### src/rtl/vga_sync_gen.sv
// vga_sync_gen: 640x480 pixel-timing generator.
// Divides clk to the pixel rate, runs the pixel/line counters and produces
// sync, active-video and line/frame strobes. All the decoded outputs are
// registered from the next-state counter values, so they line up with the
// hcount/vcount presented in the same cycle.
module vga_sync_gen #(
    parameter int unsigned CLK_DIV   = 2,
    parameter int unsigned H_VISIBLE = 640,
    parameter int unsigned H_FRONT   = 16,
    parameter int unsigned H_SYNC    = 96,
    parameter int unsigned H_BACK    = 48,
    parameter int unsigned V_VISIBLE = 480,
    parameter int unsigned V_FRONT   = 10,
    parameter int unsigned V_SYNC    = 2,
    parameter int unsigned V_BACK    = 33,
    parameter bit          SYNC_POL  = 1'b0
) (
    input  logic       clk,
    input  logic       reset,
    output logic       pixel_tick,
    output logic [9:0] hcount,
    output logic [9:0] vcount,
    output logic       hsync,
    output logic       vsync,
    output logic       video_on,
    output logic       line_start,
    output logic       frame_start
);

    localparam int unsigned CNT_W   = 10;
    localparam int unsigned DIV_W   = (CLK_DIV > 1) ? $clog2(CLK_DIV) : 1;
    localparam int unsigned H_TOTAL = H_VISIBLE + H_FRONT + H_SYNC + H_BACK;
    localparam int unsigned V_TOTAL = V_VISIBLE + V_FRONT + V_SYNC + V_BACK;

    localparam logic [DIV_W-1:0] DIV_LAST = DIV_W'(CLK_DIV - 1);
    localparam logic [CNT_W-1:0] H_LAST   = CNT_W'(H_TOTAL - 1);
    localparam logic [CNT_W-1:0] V_LAST   = CNT_W'(V_TOTAL - 1);
    localparam logic [CNT_W-1:0] H_VIS    = CNT_W'(H_VISIBLE);
    localparam logic [CNT_W-1:0] V_VIS    = CNT_W'(V_VISIBLE);
    localparam logic [CNT_W-1:0] HS_BEG   = CNT_W'(H_VISIBLE + H_FRONT);
    localparam logic [CNT_W-1:0] HS_END   = CNT_W'(H_VISIBLE + H_FRONT + H_SYNC);
    localparam logic [CNT_W-1:0] VS_BEG   = CNT_W'(V_VISIBLE + V_FRONT);
    localparam logic [CNT_W-1:0] VS_END   = CNT_W'(V_VISIBLE + V_FRONT + V_SYNC);

    logic [DIV_W-1:0] div_cnt;
    logic [DIV_W-1:0] div_nxt;
    logic [CNT_W-1:0] h_nxt;
    logic [CNT_W-1:0] v_nxt;
    logic             h_wrap;
    logic             v_wrap;
    logic             hs_act;
    logic             vs_act;
    logic             vid_nxt;

    // Pixel enable: last system clock of each pixel period.
    assign pixel_tick = (div_cnt == DIV_LAST);

    // Next-state divider and raster counters.
    always_comb begin
        div_nxt = div_cnt + DIV_W'(1);
        h_nxt   = hcount;
        v_nxt   = vcount;
        h_wrap  = 1'b0;
        v_wrap  = 1'b0;
        if (pixel_tick) begin
            div_nxt = '0;
            if (hcount == H_LAST) begin
                h_nxt  = '0;
                h_wrap = 1'b1;
                if (vcount == V_LAST) begin
                    v_nxt  = '0;
                    v_wrap = 1'b1;
                end else begin
                    v_nxt = vcount + CNT_W'(1);
                end
            end else begin
                h_nxt = hcount + CNT_W'(1);
            end
        end
    end

    // Window decode on the upcoming counter values (registered lookahead).
    always_comb begin
        hs_act  = (h_nxt >= HS_BEG) && (h_nxt < HS_END);
        vs_act  = (v_nxt >= VS_BEG) && (v_nxt < VS_END);
        vid_nxt = (h_nxt < H_VIS) && (v_nxt < V_VIS);
    end

    // State and output registers; reset wins over counting.
    always_ff @(posedge clk) begin
        if (reset) begin
            div_cnt     <= '0;
            hcount      <= '0;
            vcount      <= '0;
            hsync       <= ~SYNC_POL;
            vsync       <= ~SYNC_POL;
            video_on    <= 1'b0;
            line_start  <= 1'b0;
            frame_start <= 1'b0;
        end else begin
            div_cnt     <= div_nxt;
            hcount      <= h_nxt;
            vcount      <= v_nxt;
            hsync       <= hs_act ? SYNC_POL : ~SYNC_POL;
            vsync       <= vs_act ? SYNC_POL : ~SYNC_POL;
            video_on    <= vid_nxt;
            line_start  <= h_wrap;
            frame_start <= h_wrap & v_wrap;
        end
    end

endmodule
### config.mk
export PLATFORM = sky130hd
export DESIGN_NAME = vga_sync_gen
export DESIGN_NICKNAME = d
export VERILOG_FILES = /design/src/rtl/vga_sync_gen.sv
export SDC_FILE = /design/constraint.sdc
export NUM_CORES = 1
export LEC_CHECK = 0
export ABC_AREA = 1
export CORE_ASPECT_RATIO = 1.1
export CORE_UTILIZATION = 50
export DETAILED_ROUTE_END_ITERATION = 7
export HOLD_SLACK_MARGIN = 0.02
export MAX_ROUTING_LAYER = met4
export PLACE_DENSITY_LB_ADDON = 0.2
export SETUP_SLACK_MARGIN = 0.5
export SLEW_MARGIN = 40
export SYNTH_ARGS = -nofsm -noshare
export SYNTH_HDL_FRONTEND = slang
export SYNTH_SLANG_ARGS = --single-unit
### constraint.sdc
create_clock -name clk -period 2.1 [get_ports clk]
set_input_delay 0.315 -clock clk [delete_from_list [all_inputs] [get_ports clk]]
set_output_delay 0.315 -clock clk [all_outputs]
set_load 0.005 [all_outputs]
==> results of run 1 <==
what timing repair did:
item / 4_1_cts / 5_1_grt
pin swaps: 0 / 9
resized for setup: 20 / 31
setup buffers: 2 / 10
setup endpoints to repair: 20 / 21
final cells by class:
class	count	area, µm²
Inverter	40	151
Tap cell	34	42.5
Sequential cell	26	571
Multi-Input combinational cell	173	988
Fill cell	269	913
Clock buffer	3	22.5
Timing Repair Buffer	42	385
power breakdown:
group / internal, mW / switching (mW)
Combinational: 0.0844 / 0.0728
Sequential: 0.511 / 0.0254
Clock: 0.0673 / 0.148
Total: 0.663 / 0.246
synth_stat cells (all sizes together):
cell type	number
a211oi	1
nand2	65
nand4	11
nor4	1
a21oi	8
dfxtp	26
nor3	7
buf	4
and3	1
xnor2	1
clkbuf	1
nand2b	1
o21ai	8
clkinv	1
o211ai	2
nor2	44
inv	39
nand3	20
ha	3
stage by stage:
step,setup WS (ns),hold WS [ns],total power [mW],util (%),instances
global placement,0.411,0.519,0.661,62.5,303
floorplan,0.573,0.404,0.606,-,244
global route,0.415,0.514,0.955,70.3,318
detailed placement,0.361,0.529,0.663,62.5,303
finish,0.516,0.485,0.909,70.3,318
CTS,0.461,0.492,0.908,64.9,308
flip-flops by register name, summed over array words and instances (netlist names):
| signal | count |
|---|---|
| video_on | 1 |
| hcount | 10 |
| vcount | 10 |
| frame_start | 1 |
| line_start | 1 |
| vsync | 1 |
| hsync | 1 |
| pixel_tick | 1 |
worst max path at each step:
| stage | from | endpoint | slack (ns) | cells after the start |
|---|---|---|---|---|
| 2_1_floorplan | hcount[1] | hsync | 0.57 | 10 |
| 3_3_place_gp | vcount[1] | vsync | 0.41 | 10 |
| 3_5_place_dp | hcount[1] | vsync | 0.36 | 10 |
| 4_1_cts | vcount[0] | vsync | 0.46 | 11 |
| 5_1_grt | vcount[0] | vsync | 0.41 | 13 |
| 6_report | hcount[7] | hcount[7] | 0.52 | 1 |
cells in the final DEF, fill, tap and decap left out, types with 6 or more instances in the layout:
| cell type | synthesis | routed |
|---|---|---|
| nor2_1 | 33 | 31 |
| nor2_4 | 5 | 7 |
| clkdlybuf4s50_1 | 0 | 26 |
| inv_1 | 36 | 34 |
| nand4_1 | 11 | 11 |
| a21oi_1 | 8 | 7 |
| nand3_1 | 15 | 13 |
| dfxtp_1 | 26 | 6 |
| dfxtp_4 | 0 | 10 |
| nand3_2 | 4 | 6 |
| dfxtp_2 | 0 | 10 |
| nand2_2 | 5 | 6 |
| nand2_1 | 59 | 57 |
| buf_4 | 1 | 15 |
per-layer routing:
| metal | vias up | track usage (%) |
|---|---|---|
| met5 | - | - |
| met1 | 770 | 30.2 |
| met3 | 11 | 2.07 |
| li1 | 854 | - |
| met4 | 0 | 10.5 |
| met2 | 47 | 42.0 |
kinds of logic (layout without fill, tap and decap cells):
family | after synthesis | count (layout) | synth area share [%]
buffers and inverters | 45 | 85 | 11.7
AOI/OAI and AO/OA | 19 | 19 | 6.78
and+or+nand+nor | 150 | 150 | 46.6
xor gates and xnor gates | 1 | 1 | 0.539
adders and majority gates | 3 | 3 | 2.31
DFF | 26 | 26 | 32.0
==> impl_metrics.csv, run 1 <==
group,metric,value,unit
detailed_routing,finalWirelength,4090,µm
sta,setup-tns-final,0,ns
grt,grt_pass1_wl,6440,µm
critical_path,regToRegSetupSlack,0.53,ns
detailed_routing,dr.pass1.iters,4,
final_layout,antenna_cells,0,
detailed_routing,drtIter0Drc,78,
synthesis,netlist_area,0.00162,mm²
run,drv_cap,0,
synthesis,synth_top_area_cell,"dfxtp_1",
critical_path,crit_chain,"clkdlybuf4s50_1",
placed_design,place_area,0.00192,mm²
synthesis,synthTopCellsByArea,"dfxtp_1, nand2_1, inv_1",
grt,grt_overflow,0,
critical_path,endpoint_kind,"output pin",
detailed_routing,via_per_inst,5.29,
critical_path,slowest_delay,0.52,ns
synthesis,postSynthAreaPerCell,6.66,µm²
cts,htreeDepth,1,
floorplanning,floorplan.initialDensity,52.8,%
synthesis,synth_nets,249,
critical_path,crit_type,"reg -> out",
synthesis,synth-seq-area-share,32.0,%
status,status,"complete, no violations",
sta,fin_crit_sh,75.4,%
grt,grt_usage,24.5,%
sta,setup_violations,0,
floorplanning,die_area,0.00348,mm²
floorplanning,core_area,0.00307,mm²
cts,hold_buffers,0,
detailed_routing,vias,1682,
critical_path,worstPathRequired,1.78,ns
detailed_routing,route.met2.wl,2010,µm
detailed_routing,wl_per_cell,12.8,µm
power_and_ir_drop,p_leak,0.963,nW
detailed_routing,routed-wl-met3,161,µm
floorplanning,rows,21,
critical_path,cp_num_buf_inv,1,
cts,cts_sinks,26,
placed_design,io_buffers,27,
detailed_routing,drc,0,
synthesis,syn_inst,244,
placed_design,gp_congestion,0.949,
detailed_routing,ant_nets,0,
worst_hold_path,hold_path_class,"reg -> reg",
critical_path,rr_worst_depth,12,
critical_path,slowest_stage,"clkdlybuf4s50_1",
critical_path,r2r_start,"hcount[7]",
synthesis,ys_warn_count,0,
cts,tritoncts,"built",
sta,slew_violations,0,
final_layout,num-nets-final,291,
sta,rsz0062_at_grt,"yes",
detailed_routing,wl_met1,1810,µm
floorplanning,die_x,56.3,µm
sta,fin_crit,1.58,ns
power_and_ir_drop,powerDensity,421,mW/mm²
critical_path,worstPathArrival,1.27,ns
sta,timing.fmax,631,MHz
sta,hold_violations,0,
sta,finalClockSkew,0.00461,ns
critical_path,worstPathMaxFanout,7,
synthesis,synth.top_cell.area_share,32.0,%
cts,cts-root-buf,"clkbuf_4",
grt,grt_pass1_vias,1455,
sta,slew_headroom,83.6,%
grt,grt_max_degree,14,
synthesis,ys_types,32,
placed_design,dp_hpwl,2890,µm
sta,tightest_slew,0.245,ns
power_and_ir_drop,irDropWorstVdd,0.393,mV
floorplanning,ios,28,
worst_hold_path,whs_path_depth,1,
cts,worstSkewPairLatency,0.32,ns
worst_hold_path,holdPathEnd,"vcount[0]",
grt,antenna_found_initial,0,
final_layout,drive_above_1_share,29.6,%
worst_hold_path,hp-start,"vcount[0]",
cts,cts_max_path_buffers,2,
synthesis,synth.ff_latch_count,26,
cts,cts_made_buffers,3,
critical_path,critical_path.top_delay_family,"buffers and inverters",
cts,clk_pin_slew,0.14,ns
final_layout,final_area,0.00216,mm²
critical_path,rr_endpoint,"vsync",
final_layout,syn_to_final_growth,33.1,%
floorplanning,chipHeight,61.8,µm
detailed_routing,highest_layer,"met4",
critical_path,setup.worst_path.start_class,"flop",
(Power assumes the default switching activity.)
==> run 2, diff against run 1 <==
- CORE_UTILIZATION: 50 -> 47
- clock period: 2.1 -> 1.35 ns (I/O delays scaled with it)
==> run 2 against run 1 <==
Net effect: the flow now stops in global routing (5_1_grt); area after synthesis unchanged; synthesized cell count stayed put.
==> impl_metrics.csv, run 2 <==
group,metric,value,unit
status,tool.error,"[ERROR DPL-0038] Utilization greater than 100%, impossible to legalize",
cts,htreeDepth,1,
synthesis,synthTopCellsByArea,"dfxtp_1, nand2_1, inv_1",
sta,worstEndpointGrtRepair,"vsync$_SDFF_PP1_/D",
synthesis,ys_top_cells_by_count,"nand2_1, inv_1, nor2_1, dfxtp_1, nand3_1",
placed_design,dpl_worst_slack,-0.284,ns
placed_design,gp_congestion,0.912,
cts,cts_made_buffers,3,
floorplanning,chipHeight,63.7,µm
sta,worstEpCategory,"register data pin",
synthesis,yosysMostFrequentCell,"nand2_1",
cts,cts_max_path_buffers,2,
synthesis,synth_top_area_cell,"dfxtp_1",
cts,cts_sinks,26,
placed_design,placedCellCount,371,
synthesis,synth_nets,249,
synthesis,synth.ff_latch_count,26,
grt,grt_max_degree,15,
synthesis,ys_types,32,
cts,cts-root-buf,"clkbuf_4",
synthesis,ys_warn_count,0,
synthesis,syn_inst,244,
floorplanning,rows,22,
floorplanning,die_x,58.0,µm
floorplanning,ios,28,
synthesis,synth-seq-area-share,32.0,%
placed_design,dp_hpwl,3420,µm
placed_design,io_buffers,27,
status,status,"did not finish",
synthesis,postSynthAreaPerCell,6.66,µm²
synthesis,synth-edff-count,0,
synthesis,netlist_area,0.00162,mm²
synthesis,ys.flop_type,"dfxtp_1",
cts,hold_buffers,0,
synthesis,synthArstFlopShare,0,%
status,haltStage,"global routing (5_1_grt)",
floorplanning,floorplan.initialDensity,48.8,%
synthesis,synth.top_cell.area_share,32.0,%
==> run 2: cell counts after synthesis <==
No cell type changed its count.
==> run 2: what timing repair did <==
item | CTS
gates cloned | 0
resized for setup | 200
endpoints found under the setup margin | 51
setup buffers | 32
pin swaps | 25
==> run 2: metrics by stage <==
step	util [%]	instance area, µm²
3_3_place_gp	72.5	2410
3_5_place_dp	72.5	2410
2_1_floorplan	-	1700
4_1_cts	88.5	2950
==> run 2: logic make-up after synthesis <==
kind of cell               after synthesis  synth area share [%]
and+or+nand+nor                        150                  46.6
xor gates and xnor gates                 1                 0.539
AOI/OAI and AO/OA                       19                  6.78
adders and majority gates                3                  2.31
buffers and inverters                   45                  11.7
DFF                                     26                  32.0
==> run 3, diff against run 2 <==
- CORE_ASPECT_RATIO: 1.1 -> unset
- CORE_UTILIZATION: 47 -> 35
- HOLD_SLACK_MARGIN: 0.02 -> unset
- MAX_ROUTING_LAYER: met4 -> unset
- PLACE_DENSITY_LB_ADDON: 0.2 -> 0.15
- SETUP_SLACK_MARGIN: 0.5 -> unset
- clock period: 1.35 -> 1.8 ns (I/O delays scaled with it)
==> run 3 against run 2 <==
Net effect: the flow now finishes without violations.
==> impl_metrics.csv, run 3 (synthesis gave the netlist of run 1 again) <==
group,metric,value,unit
status,status,"complete, no violations",
run,drv_cap,0,
critical_path,crit_chain,"buf_4 > clkdlybuf4s50_1",
cts,cts_sinks,26,
floorplanning,rows,24,
cts,cts_resized,0,
final_layout,stdcell_count,332,
critical_path,cp_num_buf_inv,2,
cts,tritoncts,"built",
critical_path,cp.depth,2,
sta,timing.fmax,597,MHz
power_and_ir_drop,p_leak,0.914,nW
grt,grt_usage,17.9,%
floorplanning,die_area,0.00492,mm²
placed_design,placedCellCount,328,
final_layout,final_area,0.00208,mm²
floorplanning,core_area,0.00441,mm²
critical_path,worstPathRequired,1.53,ns
grt,grt_pass1_vias,1521,
grt,antenna_found_initial,0,
sta,setup-tns-final,0,ns
grt,grt_pass1_wl,7090,µm
detailed_routing,drc,0,
critical_path,setup.worst_path.start_class,"flop",
detailed_routing,wl_per_cell,12.2,µm
detailed_routing,drtIter0Drc,80,
detailed_routing,dr.pass1.iters,4,
cts,cts-root-buf,"clkbuf_8",
power_and_ir_drop,powerDensity,552,mW/mm²
placed_design,gp_congestion,0.838,
worst_hold_path,whs_path_depth,1,
sta,slew_headroom,81.7,%
cts,cts_max_path_buffers,2,
sta,rsz0062_at_grt,"no",
final_layout,drive_above_1_share,20.4,%
sta,tightest_slew,0.272,ns
final_layout,largest_registers,"hcount: 10 flops, vcount: 10 flops",
floorplanning,chipHeight,70.1,µm
critical_path,rr_worst_depth,7,
critical_path,worstPathArrival,1.41,ns
final_layout,num-nets-final,286,
critical_path,crit_type,"reg -> out",
sta,fin_crit_sh,93.1,%
final_layout,antenna_cells,0,
critical_path,worstPathMaxFanout,6,
cts,clk_pin_slew,0.10,ns
detailed_routing,via_per_inst,4.74,
placed_design,io_buffers,27,
power_and_ir_drop,irDropWorstVdd,0.392,mV
worst_hold_path,hold_path_class,"reg -> reg",
placed_design,dp_hpwl,3250,µm
critical_path,slowest_stage,"clkdlybuf4s50_1",
cts,htreeDepth,1,
final_layout,layout_common_cells,"nand2_1, inv_1, nor2_1, clkdlybuf4s50_1, dfxtp_1",
cts,cts_made_buffers,3,
placed_design,place_area,0.00200,mm²
sta,setup_violations,0,
final_layout,nFillCells,464,
sta,slew_violations,0,
final_layout,syn_to_final_growth,28.4,%
grt,grt_overflow,0,
floorplanning,die_x,70.1,µm
final_layout,layout_commonest_cell,"nand2_1",
detailed_routing,finalWirelength,4040,µm
critical_path,critical_path.top_delay_family,"buffers and inverters",
floorplanning,ios,28,
floorplanning,floorplan.initialDensity,36.8,%
cts,hold_buffers,0,
critical_path,slowest_delay,0.49,ns
sta,hold_violations,0,
sta,finalClockSkew,0.00887,ns
grt,grt_max_degree,15,
detailed_routing,ant_nets,0,
critical_path,endpoint_kind,"output pin",
cts,worstSkewPairLatency,0.27,ns
sta,fin_crit,1.68,ns
detailed_routing,vias,1573,
cts,post-cts-setup-buffers,0,
==> run 3: cell type report <==
class                           instances  area [µm²]  area share, %
Clock buffer                            4        55.1           2.64
Inverter                               40         151           7.26
Multi-Input combinational cell        173         936           44.9
Sequential cell                        26         532           25.5
Tap cell                               52        65.1           3.12
Timing Repair Buffer                   37         345           16.6
==> run 3: final timing paths <==
check,startpoint,endpoint,slack (ns)
max,hcount[2],hcount[2],0.12
min,vcount[0],vcount[0],0.50
max reg2reg,hcount[2],hsync,0.18
min reg2reg,vcount[0],vcount[0],0.50
==> run 3: routing by layer <==
metal	share of wire [%]	track usage (%)	up-vias
met2	44	27.7	24
li1	-	-	845
met5	0	0	-
met1	53	26.7	702
met4	0.67	4.00	0
met3	3.1	2.02	2
==> run 3: power breakdown <==
| part | internal (mW) | switching [mW] | leakage, nW | total, mW |
|---|---|---|---|---|
| Combinational | 0.0704 | 0.0720 | 0.672 | 0.142 |
| Sequential | 0.602 | 0.0234 | 0.214 | 0.625 |
| Clock | 0.195 | 0.187 | 0.0288 | 0.383 |
| Total | 0.868 | 0.283 | 0.914 | 1.15 |
==> run 3: worst reg2reg max path: stages (launching register included) <==
cell     delay [ns]
dfxtp_1        0.47
nand2_1        0.10
nor2_2         0.20
nand3_2        0.11
o21ai_0        0.17
nand2_1        0.11
nor3_1         0.28
nand2_1        0.08
==> run 3: stage by stage <==
step	worst slack, ns	total power [mW]	utilization [%]	hold slack, ns
after floorplan	0.273	0.707	-	0.359
after global placement	0.0707	0.776	45.2	0.507
after detailed placement	0.0724	0.773	45.2	0.520
after CTS	0.0495	1.16	46.5	0.536
after global routing	0.00451	1.21	47.2	0.532
final	0.125	1.15	47.2	0.496
==> run 4, diff against run 3 <==
- CTS_BUF_LIST: unset -> sky130_fd_sc_hd__clkbuf_8
- clock period: 1.8 -> 1.97 ns (I/O delays scaled with it)
==> run 4 against run 3 <==
Net effect: largest power group unchanged; non-clock buffer count is 6 lower; count of clock-buffer cells in the layout unchanged; combinational power fell by 13%; hold slack improved by 0.045 ns; die area stayed put; routed wire length down 3.9%; register-to-register slack improved by 0.03 ns; via count decreased by 0.51%; global-route usage shrank 0.46 points; sequential share of layout area is 0.38 points higher; utilization is 1.7 points lower; cell area shrank 3.5%.
==> impl_metrics.csv, run 4 (synthesis gave the netlist of run 1 again) <==
group,metric,value,unit
status,status,"complete, no violations",
critical_path,crit_chain,"ha_2 > nand2_2 > nor2_4 > nand2_1 > o21ai_1 > nand2_1 > a21oi_1 > inv_1 > o21ai_1 > nand2_1",
floorplanning,die_area,0.00492,mm²
critical_path,worstPathRequired,2.15,ns
sta,slew_headroom,76.8,%
sta,slew_violations,0,
floorplanning,die_x,70.1,µm
sta,fin_crit_sh,89.3,%
grt,grt_overflow,0,
worst_hold_path,hp-start,"hcount[1]",
critical_path,rr_endpoint,"hsync",
critical_path,r2r_start,"hcount[1]",
cts,cts_made_buffers,3,
critical_path,slowest_delay,0.41,ns
final_layout,num-nets-final,280,
final_layout,seqCellArea,520,µm²
detailed_routing,via_per_inst,4.80,
final_layout,syn_to_final_growth,23.8,%
sta,hold_slack,0.541,ns
critical_path,regToRegSetupSlack,0.21,ns
grt,grt_usage,17.5,%
worst_hold_path,holdPathEnd,"hcount[1]",
detailed_routing,vias,1565,
floorplanning,ios,28,
detailed_routing,wl_per_cell,11.9,µm
final_layout,final_core_util,45.5,%
final_layout,stdcell_count,326,
run,drv_cap,0,
sta,setup-tns-final,0,ns
cts,cts-root-buf,"clkbuf_8",
final_layout,layout_common_cells,"nand2_1, inv_1, nor2_1, clkdlybuf4s50_1, dfxtp_1",
grt,grt_max_degree,15,
critical_path,setup.worst_path.start_class,"flop",
critical_path,endpoint_kind,"flop",
placed_design,dp_hpwl,3110,µm
floorplanning,floorplan.initialDensity,36.8,%
critical_path,slowest_stage,"dfxtp_1",
placed_design,io_buffers,27,
sta,timing.fmax,568,MHz
sta,rsz0062_at_grt,"no",
sta,finalClockSkew,0.00839,ns
critical_path,worstPathArrival,1.94,ns
floorplanning,core_area,0.00441,mm²
final_layout,antenna_cells,0,
detailed_routing,dr.pass1.iters,4,
power_and_ir_drop,powerDensity,521,mW/mm²
grt,grt_pass1_wl,6800,µm
cts,htreeDepth,1,
grt,antenna_found_initial,0,
floorplanning,chipHeight,70.1,µm
power_and_ir_drop,irDropWorstVdd,0.346,mV
placed_design,gp_congestion,0.861,
detailed_routing,ant_nets,0,
detailed_routing,drtIter0Drc,71,
detailed_routing,finalWirelength,3880,µm
cts,hold_buffers,0,
sta,hold_violations,0,
final_layout,largest_registers,"hcount: 10 flops, vcount: 10 flops",
floorplanning,rows,24,
critical_path,worstPathMaxFanout,5,
sta,setup_violations,0,
power_and_ir_drop,p_leak,0.879,nW
detailed_routing,drc,0,
cts,clk_pin_slew,0.10,ns
placed_design,placedCellCount,322,
grt,grt_pass1_vias,1503,
cts,cts_sinks,26,
sta,tightest_slew,0.348,ns
critical_path,rr_worst_depth,10,
cts,worstSkewPairLatency,0.28,ns
final_layout,nFillCells,468,
final_layout,layout_commonest_cell,"nand2_1",
cts,cts_max_path_buffers,2,
worst_hold_path,hold_path_class,"reg -> reg",
critical_path,crit_type,"reg -> reg",
final_layout,drive_above_1_share,14.6,%
final_layout,multiInputGateArea,918,µm²
critical_path,cp_common_cell,"nand2_1",
cts,tritoncts,"built",
sta,fin_crit,1.76,ns
worst_hold_path,whs_path_depth,2,
[run 4: stage by stage]
step	area (µm²)	setup slack (ns)	total power, mW
6_report	2010	0.210	1.05
5_1_grt	2010	0.00731	1.11
4_1_cts	2010	0.163	1.06
3_5_place_dp	1950	0.182	0.706
3_3_place_gp	1950	0.215	0.708
2_1_floorplan	1620	0.443	0.646
[run 4: how the worst max path moves through the flow]
stage	end	from	slack, ns	cells after the start
floorplan	hsync	hcount[1]	0.44	10
detailed placement	hsync	hcount[1]	0.18	10
global route	vsync	hcount[1]	0.007	12
CTS	hsync	hcount[1]	0.16	10
global placement	hsync	hcount[1]	0.21	10
finish	hsync	hcount[1]	0.21	10
[run 4: worst max-delay path: cells and delay by family (launching register included)]
family	cells	cell delay, ns
simple gates	5	0.50
compound gates	3	0.43
flops	1	0.41
fa+ha+maj	1	0.25
buf+inv	1	0.05
[run 4: routing by layer]
layer	vias up	share of wire [%]	global-route usage, %
met3	11	3.6	2.60
met2	38	41	26.3
met5	-	0	0
li1	837	-	-
met4	0	2.2	7.33
met1	679	53	24.8
[run 4: layout make-up]
cell class / instances / area share, %
multi-input cells: 173 / 45.7
flip-flops and latches: 26 / 25.9
repair buffers: 31 / 14.9
inverters: 40 / 7.53
well taps: 52 / 3.24
clock buffers: 4 / 2.74
[run 4: what timing repair did]
item,CTS,global route
endpoints found under the setup margin,0,3
gates resized for setup,0,2
setup buffers,0,0
[run 4: power by group]
part / internal (mW) / total (mW) / switching, mW
sequential: 0.545 / 0.569 / 0.0241
clock: 0.179 / 0.355 / 0.176
combinational: 0.0616 / 0.124 / 0.0623
